==> src/rtl/ov7670_pkg.sv <==
// Shared types and constants for the OV7670 RGB444 capture write stage.
package ov7670_pkg;

    localparam int PIX_W        = 12;
    localparam int H_ACTIVE_DEF = 320;
    localparam int V_ACTIVE_DEF = 240;

    typedef enum logic [1:0] {
        IDLE,
        WAIT_VS_HIGH,
        WAIT_VS_LOW,
        CAPTURE
    } cap_state_e;

endpackage

==> src/rtl/rgb444_byte_pair.sv <==
// Pairs OV7670 RGB444 bytes into 12-bit pixels: byte 0 carries R in its low nibble,
// byte 1 carries {G,B}. The phase restarts at 0 on every HREF rising edge.
module rgb444_byte_pair
    import ov7670_pkg::*;
(
    input  logic             clk,
    input  logic             rst,
    input  logic             clear,
    input  logic             en,
    input  logic             href,
    input  logic             href_prev,
    input  logic [7:0]       data,
    output logic             pix_valid,
    output logic [PIX_W-1:0] pix_data
);

    logic       phase_q, phase_d;
    logic [3:0] red_q, red_d;
    logic       phase_eff;

    always_comb begin
        phase_eff = (href && !href_prev) ? 1'b0 : phase_q;
        phase_d   = phase_q;
        red_d     = red_q;
        pix_valid = 1'b0;
        if (clear) begin
            phase_d = 1'b0;
            red_d   = 4'h0;
        end else if (en && href) begin
            phase_d   = ~phase_eff;
            pix_valid = phase_eff;
            if (!phase_eff) red_d = data[3:0];
        end
        pix_data = {red_q, data};
    end

    always_ff @(posedge clk or posedge rst) begin
        if (rst) begin
            phase_q <= 1'b0;
            red_q   <= 4'h0;
        end else begin
            phase_q <= phase_d;
            red_q   <= red_d;
        end
    end

endmodule

==> src/rtl/ov7670_capture.sv <==
// OV7670 capture write stage: arms on i_Capture_En, writes one frame row-major into the frame buffer.
// Optional OV7670_CAPTURE_ERR_EN adds the sticky o_Line_Err geometry check.
module ov7670_capture
    import ov7670_pkg::*;
#(
    parameter int H_ACTIVE = H_ACTIVE_DEF,
    parameter int V_ACTIVE = V_ACTIVE_DEF,
    parameter int ADDR_W   = $clog2(H_ACTIVE * V_ACTIVE)
) (
    input  logic              i_Clk,
    input  logic              i_Rst,
    input  logic              i_Capture_En,
    input  logic              i_VSync,
    input  logic              i_HRef,
    input  logic [7:0]        i_Data,
    output logic [ADDR_W-1:0] o_Wr_Addr,
    output logic              o_Wr_DV,
    output logic [PIX_W-1:0]  o_Wr_Data,
    output logic              o_Frame_Done,
    output logic              o_Busy,
    output logic              o_Line_Err
);

    // Counters run one past the stored geometry so overlong lines/frames stay detectable.
    localparam int COL_W = $clog2(H_ACTIVE + 2);
    localparam int ROW_W = $clog2(V_ACTIVE + 2);
    localparam logic [COL_W-1:0]  COL_LIM  = COL_W'(H_ACTIVE);
    localparam logic [COL_W-1:0]  COL_MAX  = COL_W'(H_ACTIVE + 1);
    localparam logic [ROW_W-1:0]  ROW_LIM  = ROW_W'(V_ACTIVE);
    localparam logic [ROW_W-1:0]  ROW_MAX  = ROW_W'(V_ACTIVE + 1);
    localparam logic [ROW_W-1:0]  ROW_LAST = ROW_W'(V_ACTIVE - 1);
    localparam logic [ADDR_W-1:0] STRIDE   = ADDR_W'(H_ACTIVE);

    cap_state_e        state_q, state_d;
    logic              vsync_q, href_q, vsync_prev_q, href_prev_q;
    logic [7:0]        data_q;
    logic [ROW_W-1:0]  row_q, row_d;
    logic [COL_W-1:0]  col_q, col_d;
    logic [ADDR_W-1:0] base_q, base_d;
    logic              wr_dv_q, wr_dv_d;
    logic [ADDR_W-1:0] wr_addr_q, wr_addr_d;
    logic [PIX_W-1:0]  wr_data_q, wr_data_d;
    logic              frame_done_q, frame_done_d;

    logic             vs_rise, vs_fall, href_fall, in_capture, start_frame;
    logic             pix_valid;
    logic [PIX_W-1:0] pix_data;

    assign vs_rise     = vsync_q & ~vsync_prev_q;
    assign vs_fall     = ~vsync_q & vsync_prev_q;
    assign href_fall   = ~href_q & href_prev_q;
    assign in_capture  = (state_q == CAPTURE);
    assign start_frame = (state_q == WAIT_VS_LOW) && vs_fall;

    rgb444_byte_pair u_pair (
        .clk       (i_Clk),
        .rst       (i_Rst),
        .clear     (start_frame),
        .en        (in_capture),
        .href      (href_q),
        .href_prev (href_prev_q),
        .data      (data_q),
        .pix_valid (pix_valid),
        .pix_data  (pix_data)
    );

    always_comb begin
        state_d      = state_q;
        frame_done_d = 1'b0;
        case (state_q)
            IDLE:         if (i_Capture_En) state_d = WAIT_VS_HIGH;
            WAIT_VS_HIGH: if (vsync_q) state_d = WAIT_VS_LOW;
            WAIT_VS_LOW:  if (vs_fall) state_d = CAPTURE;
            CAPTURE: begin
                if (vs_rise) begin
                    frame_done_d = 1'b1;
                    state_d      = i_Capture_En ? WAIT_VS_LOW : IDLE;
                end
            end
            default:      state_d = IDLE;
        endcase
    end

    always_comb begin
        row_d     = row_q;
        col_d     = col_q;
        base_d    = base_q;
        wr_dv_d   = 1'b0;
        wr_addr_d = wr_addr_q;
        wr_data_d = wr_data_q;
        if (start_frame) begin
            row_d  = '0;
            col_d  = '0;
            base_d = '0;
        end else if (in_capture) begin
            if (pix_valid) begin
                if (col_q < COL_LIM && row_q < ROW_LIM) begin
                    wr_dv_d   = 1'b1;
                    wr_addr_d = base_q + ADDR_W'(col_q);
                    wr_data_d = pix_data;
                end
                if (col_q != COL_MAX) col_d = col_q + 1'b1;
            end else if (href_fall && col_q != '0) begin
                col_d = '0;
                if (row_q != ROW_MAX) row_d = row_q + 1'b1;
                // Base stops at the last stored row so it never wraps past the buffer.
                if (row_q < ROW_LAST) base_d = base_q + STRIDE;
            end
        end
    end

    always_ff @(posedge i_Clk or posedge i_Rst) begin
        if (i_Rst) begin
            state_q      <= IDLE;
            vsync_q      <= 1'b0;
            href_q       <= 1'b0;
            data_q       <= 8'h00;
            vsync_prev_q <= 1'b0;
            href_prev_q  <= 1'b0;
            row_q        <= '0;
            col_q        <= '0;
            base_q       <= '0;
            wr_dv_q      <= 1'b0;
            wr_addr_q    <= '0;
            wr_data_q    <= '0;
            frame_done_q <= 1'b0;
        end else begin
            state_q      <= state_d;
            vsync_q      <= i_VSync;
            href_q       <= i_HRef;
            data_q       <= i_Data;
            vsync_prev_q <= vsync_q;
            href_prev_q  <= href_q;
            row_q        <= row_d;
            col_q        <= col_d;
            base_q       <= base_d;
            wr_dv_q      <= wr_dv_d;
            wr_addr_q    <= wr_addr_d;
            wr_data_q    <= wr_data_d;
            frame_done_q <= frame_done_d;
        end
    end

`ifdef OV7670_CAPTURE_ERR_EN
    logic line_err_q, line_err_d;

    always_comb begin
        line_err_d = line_err_q;
        if (start_frame) begin
            line_err_d = 1'b0;
        end else if (in_capture) begin
            if (href_fall && col_q != COL_LIM) line_err_d = 1'b1;
            if (vs_rise && row_q != ROW_LIM)   line_err_d = 1'b1;
        end
    end

    always_ff @(posedge i_Clk or posedge i_Rst) begin
        if (i_Rst) line_err_q <= 1'b0;
        else       line_err_q <= line_err_d;
    end

    assign o_Line_Err = line_err_q;
`else
    assign o_Line_Err = 1'b0;
`endif

    assign o_Wr_Addr    = wr_addr_q;
    assign o_Wr_DV      = wr_dv_q;
    assign o_Wr_Data    = wr_data_q;
    assign o_Frame_Done = frame_done_q;
    assign o_Busy       = in_capture;

endmodule

==> config.mk <==
export PLATFORM = sky130hd
export DESIGN_NAME = ov7670_capture
export DESIGN_NICKNAME = d
export VERILOG_FILES = /design/src/rtl/ov7670_pkg.sv /design/src/rtl/rgb444_byte_pair.sv /design/src/rtl/ov7670_capture.sv
export SDC_FILE = /design/constraint.sdc
export NUM_CORES = 1
export LEC_CHECK = 0
export ABC_AREA = 1
export BUFFER_PORTS_ARGS = -buffer_cell sky130_fd_sc_hd__buf_2
export CAP_MARGIN = 10
export CELL_PAD_IN_SITES_DETAIL_PLACEMENT = 0
export CELL_PAD_IN_SITES_GLOBAL_PLACEMENT = 1
export CORE_MARGIN = 4
export CORE_UTILIZATION = 46
export DETAILED_ROUTE_END_ITERATION = 8
export PLACE_DENSITY_LB_ADDON = 0.1
export SKIP_CTS_REPAIR_TIMING = 1
export SYNTH_ARGS = -nofsm -noshare
export SYNTH_HDL_FRONTEND = slang
export SYNTH_SLANG_ARGS = --single-unit
==> constraint.sdc <==
create_clock -name i_Clk -period 5.45 [get_ports i_Clk]
set_clock_uncertainty 0.2 [all_clocks]
set_input_delay 0.2725 -clock i_Clk [delete_from_list [all_inputs] [get_ports i_Clk]]
set_output_delay 0.2725 -clock i_Clk [all_outputs]
set_load 0.02 [all_outputs]
==> impl_results.md <==
- Critical Path Source Type: register
- Post-synthesis instance area: 3820 um2
- Status: finished with violations
- Final setup violation count: 0
- Netlist cell types: 34
- Worst IR Drop VDD: 207 uV
- P_sw: 0.000662 W
- Setup slack, reg-to-reg: 3.18 ns
- Vias: 3104
- Mapped Avg Cell Area: 8.10 um2
- Failing checks: negative hold slack
- Yosys warnings: 0
- Fin crit period: 2.27 ns
- Worst-Skew Late Latency: 0.34 ns
- Combinational share of power: 30.7%
- Clock tree buffer depth: 2
- CP Cell Sequence: nand2_1, clkinv_2, nand2_4, nor2_8, nand2_2, inv_2, nand2_1, o21ai_1
- Crit path capture type: register
- Worst-Margin Slew: 0.993 ns
- Clock Power Share: 25.7%
- P&R area growth vs syn: 15.3%
- CP most frequent cell: nand2_1
- Hold crit path type: input port to async pin
- Die width: 99.1 um
- Crit path kind: register to register
- Buffers on Ports: 44
- Worst setup endpoint: o_Wr_Addr[12]
- Root buffer cell: clkbuf_8
- RSZ-0062 raised after global routing: no
- Sequential power share: 43.6%
- Crit-path max cell delay: 0.48 ns
- DR iter-0 viols: 107
- CTS Sinks: 78
- Worst Setup SP: state_q[1]
- Vias in the first global route: 2909
- WL per Instance: 12.3 um
- Antenna violations before repair: 0
- First-pass GRT wire length: 13.2 mm
- Post-layout net count: 547
- Crit-path max FO: 48
- DRC viols: 0
- H-tree depth: 3
- Leakage: 2.33 nW
- GRT Total Usage: 16.6%
- GPL Wtd Cong: 0.821
- PwrDens: 408 nW/um2
- CP arrival: 2.33 ns
- Final antenna-violating net count: 0
- Tot Pwr: 0.00180 W
- Die Ht: 99.1 um
- Top Ports: 46
- CTS tree: yes
- # rows: 32
- CTS buffer count: 9
- Sw frac: 36.8%
- Setup TNS: 0 ns
- Max_slew headroom: 33.8%
- Max Cap Viol: 0
- Pre-Repair DR Iteration Count: 4
- Grt total ovfl: 0
- Register area share after synthesis: 51.1%
- WHS: -0.00900 ns
- FF+latch count, synth: 78
- R2R depth: 8
- Layout cells sized above 1: 14.9%
- Core footprint: 7890 um2
- Reg2reg start: state_q[1]
- FF-to-FF End: o_Wr_Addr[12]
- Max Fclk: 441 MHz
- Final period util: 41.6%
- Cell Int Power: 0.00114 W
- Full die area: 9830 um2
- Vias per cell: 4.92
- Clock slew seen by the registers of the worst setup and hold paths: 0.08 ns
- WP data required: 5.51 ns
- Initial core utilization: 48.4%
- Post-Syn Instances: 472
- Antenna cells: 0
- Slew Viols, Final: 0
- Largest net degree at the start of global routing: 79
- Post-DP HPWL: 5.37 mm
- Worst path slowest cell: nand2_2
- Routed wire length: 7.74 mm
- Final hold vios: 4
- Syn nets: 494
## power by group through the flow
stage | clock network, W | logic [W] | registers, W
after CTS | 0.000483 | 0.000557 | 0.000784
final | 0.000462 | 0.000553 | 0.000785
after global routing | 0.000502 | 0.000628 | 0.000805
after floorplan | 0 | 0.000347 | 0.000852
after detailed placement | 0 | 0.000553 | 0.000796
after global placement | 0 | 0.000541 | 0.000795
## logic make-up after synthesis
family	after synthesis	share of synthesized area, %
AO/OA/AOI/OAI	62	8.58
buffers and inverters	65	7.30
flip-flops	78	51.1
other	1	0.0981
adder cells (fa/ha/maj)	9	2.95
XOR/XNOR	3	0.688
AND/OR/NAND/NOR	254	29.3
## how the worst min path moves through the flow
stage,from,end,cells past startpoint
final,i_Rst,data_q[1],3
after floorplan,i_Data[0],data_q[0],0
after global placement,i_Data[0],data_q[0],1
after detailed placement,i_Data[7],data_q[7],1
after global routing,i_Capture_En,state_q[1],3
after CTS,i_Data[0],data_q[0],1
## layout by cell type (no fill, tap or decap), types with 2 or more instances in the layout
master         netlist  routed
nand2_1            157     157
dfrtp_1             78      78
inv_1               49      48
buf_2                6      44
nand3_1             34      34
nor2_1              31      31
o21ai_1             23      23
o21ai_0             21      21
dlygate4sd3_1        0      10
a21oi_1              9       9
ha_1                 9       9
clkbuf_8             0       9
nand3b_1             8       8
nand4_1              7       7
or2_2                5       5
o22ai_1              5       5
clkinv_2             1       4
nand3_2              3       3
nand2_2              2       2
inv_2                2       2
nor3_1               2       2
xor2_1               2       2
bufinv_16            0       2
clkinv_4             0       2
## sequential cells by signal, summed over array words and instances (netlist names)
| signal | cells |
|---|---|
| u_pair.phase_q | 1 |
| state_q | 2 |
| href_prev_q | 1 |
| u_pair.red_q | 4 |
| o_Wr_Data | 12 |
| data_q | 8 |
| row_q | 8 |
| base_q | 11 |
| col_q | 9 |
| vsync_q | 1 |
| o_Wr_DV | 1 |
| o_Frame_Done | 1 |
| href_q | 1 |
| o_Wr_Addr | 17 |
| vsync_prev_q | 1 |
## metrics by stage
stage / hold slack (ns) / area, um2 / setup WS (ns) / util [%] / instances
after detailed placement: 0.182 / 4100 / 3.19 / 51.9 / 606
after CTS: -0.189 / 4310 / 3.16 / 54.6 / 621
after global placement: 0.180 / 4100 / 3.23 / 51.9 / 606
final: -0.00900 / 4410 / 3.18 / 55.9 / 631
after floorplan: 0.104 / 3820 / 2.98 / - / 472
after global routing: 0.0395 / 4410 / 2.88 / 55.9 / 631
## layout make-up
cell class | count | area [um2]
Fill cell | 787 | 3480
Sequential cell | 78 | 1950
Multi-Input combinational cell | 329 | 1590
Timing Repair Buffer | 55 | 328
Inverter | 52 | 198
Tap cell | 102 | 128
Clock buffer | 9 | 124
Clock inverter | 6 | 87.6
## critical path, delay by kind of cell, from the launching register on
kind | cells | cell delay, ns
AND/OR/NAND/NOR | 5 | 0.94
flip-flops | 1 | 0.43
AO/OA/AOI/OAI | 1 | 0.12
buffers and inverters | 2 | 0.48
## cell usage after synthesis
library cell / number / share of area (%)
nor2_4: 1 / 0.29
xnor2_1: 1 / 0.23
nand2_2: 2 / 0.33
clkinv_2: 1 / 0.13
buf_2: 6 / 0.79
nand2_4: 1 / 0.29
o22ai_1: 5 / 0.82
nor3b_1: 1 / 0.20
o21ai_0: 21 / 2.8
inv_2: 2 / 0.20
inv_1: 49 / 4.8
o21bai_1: 1 / 0.20
dfrtp_1: 78 / 51
nand3_1: 34 / 4.5
nand2_1: 157 / 15
nand3_2: 3 / 0.79
nor2_8: 1 / 0.52
ha_1: 9 / 2.9
o21ai_1: 23 / 3.0
o31ai_1: 1 / 0.20
nand3b_1: 8 / 1.6
o211ai_1: 1 / 0.20
or2_2: 5 / 0.82
buf_4: 1 / 0.20
nor3_1: 2 / 0.26
buf_6: 3 / 0.88
a21oi_1: 9 / 1.2
a21oi_2: 1 / 0.23
clkbuf_1: 3 / 0.29
xor2_1: 2 / 0.46
nor2_1: 31 / 3.0
nand4_1: 7 / 1.1
nor2_2: 1 / 0.16
conb_1: 1 / 0.098
## metal layers
layer	track usage, %	routed length, um
met1	22.8	3910
met2	25.9	3440
met3	4.07	354
met4	5.36	34
met5	0	0
No activity file was read; power rests on OpenSTA's default activity.
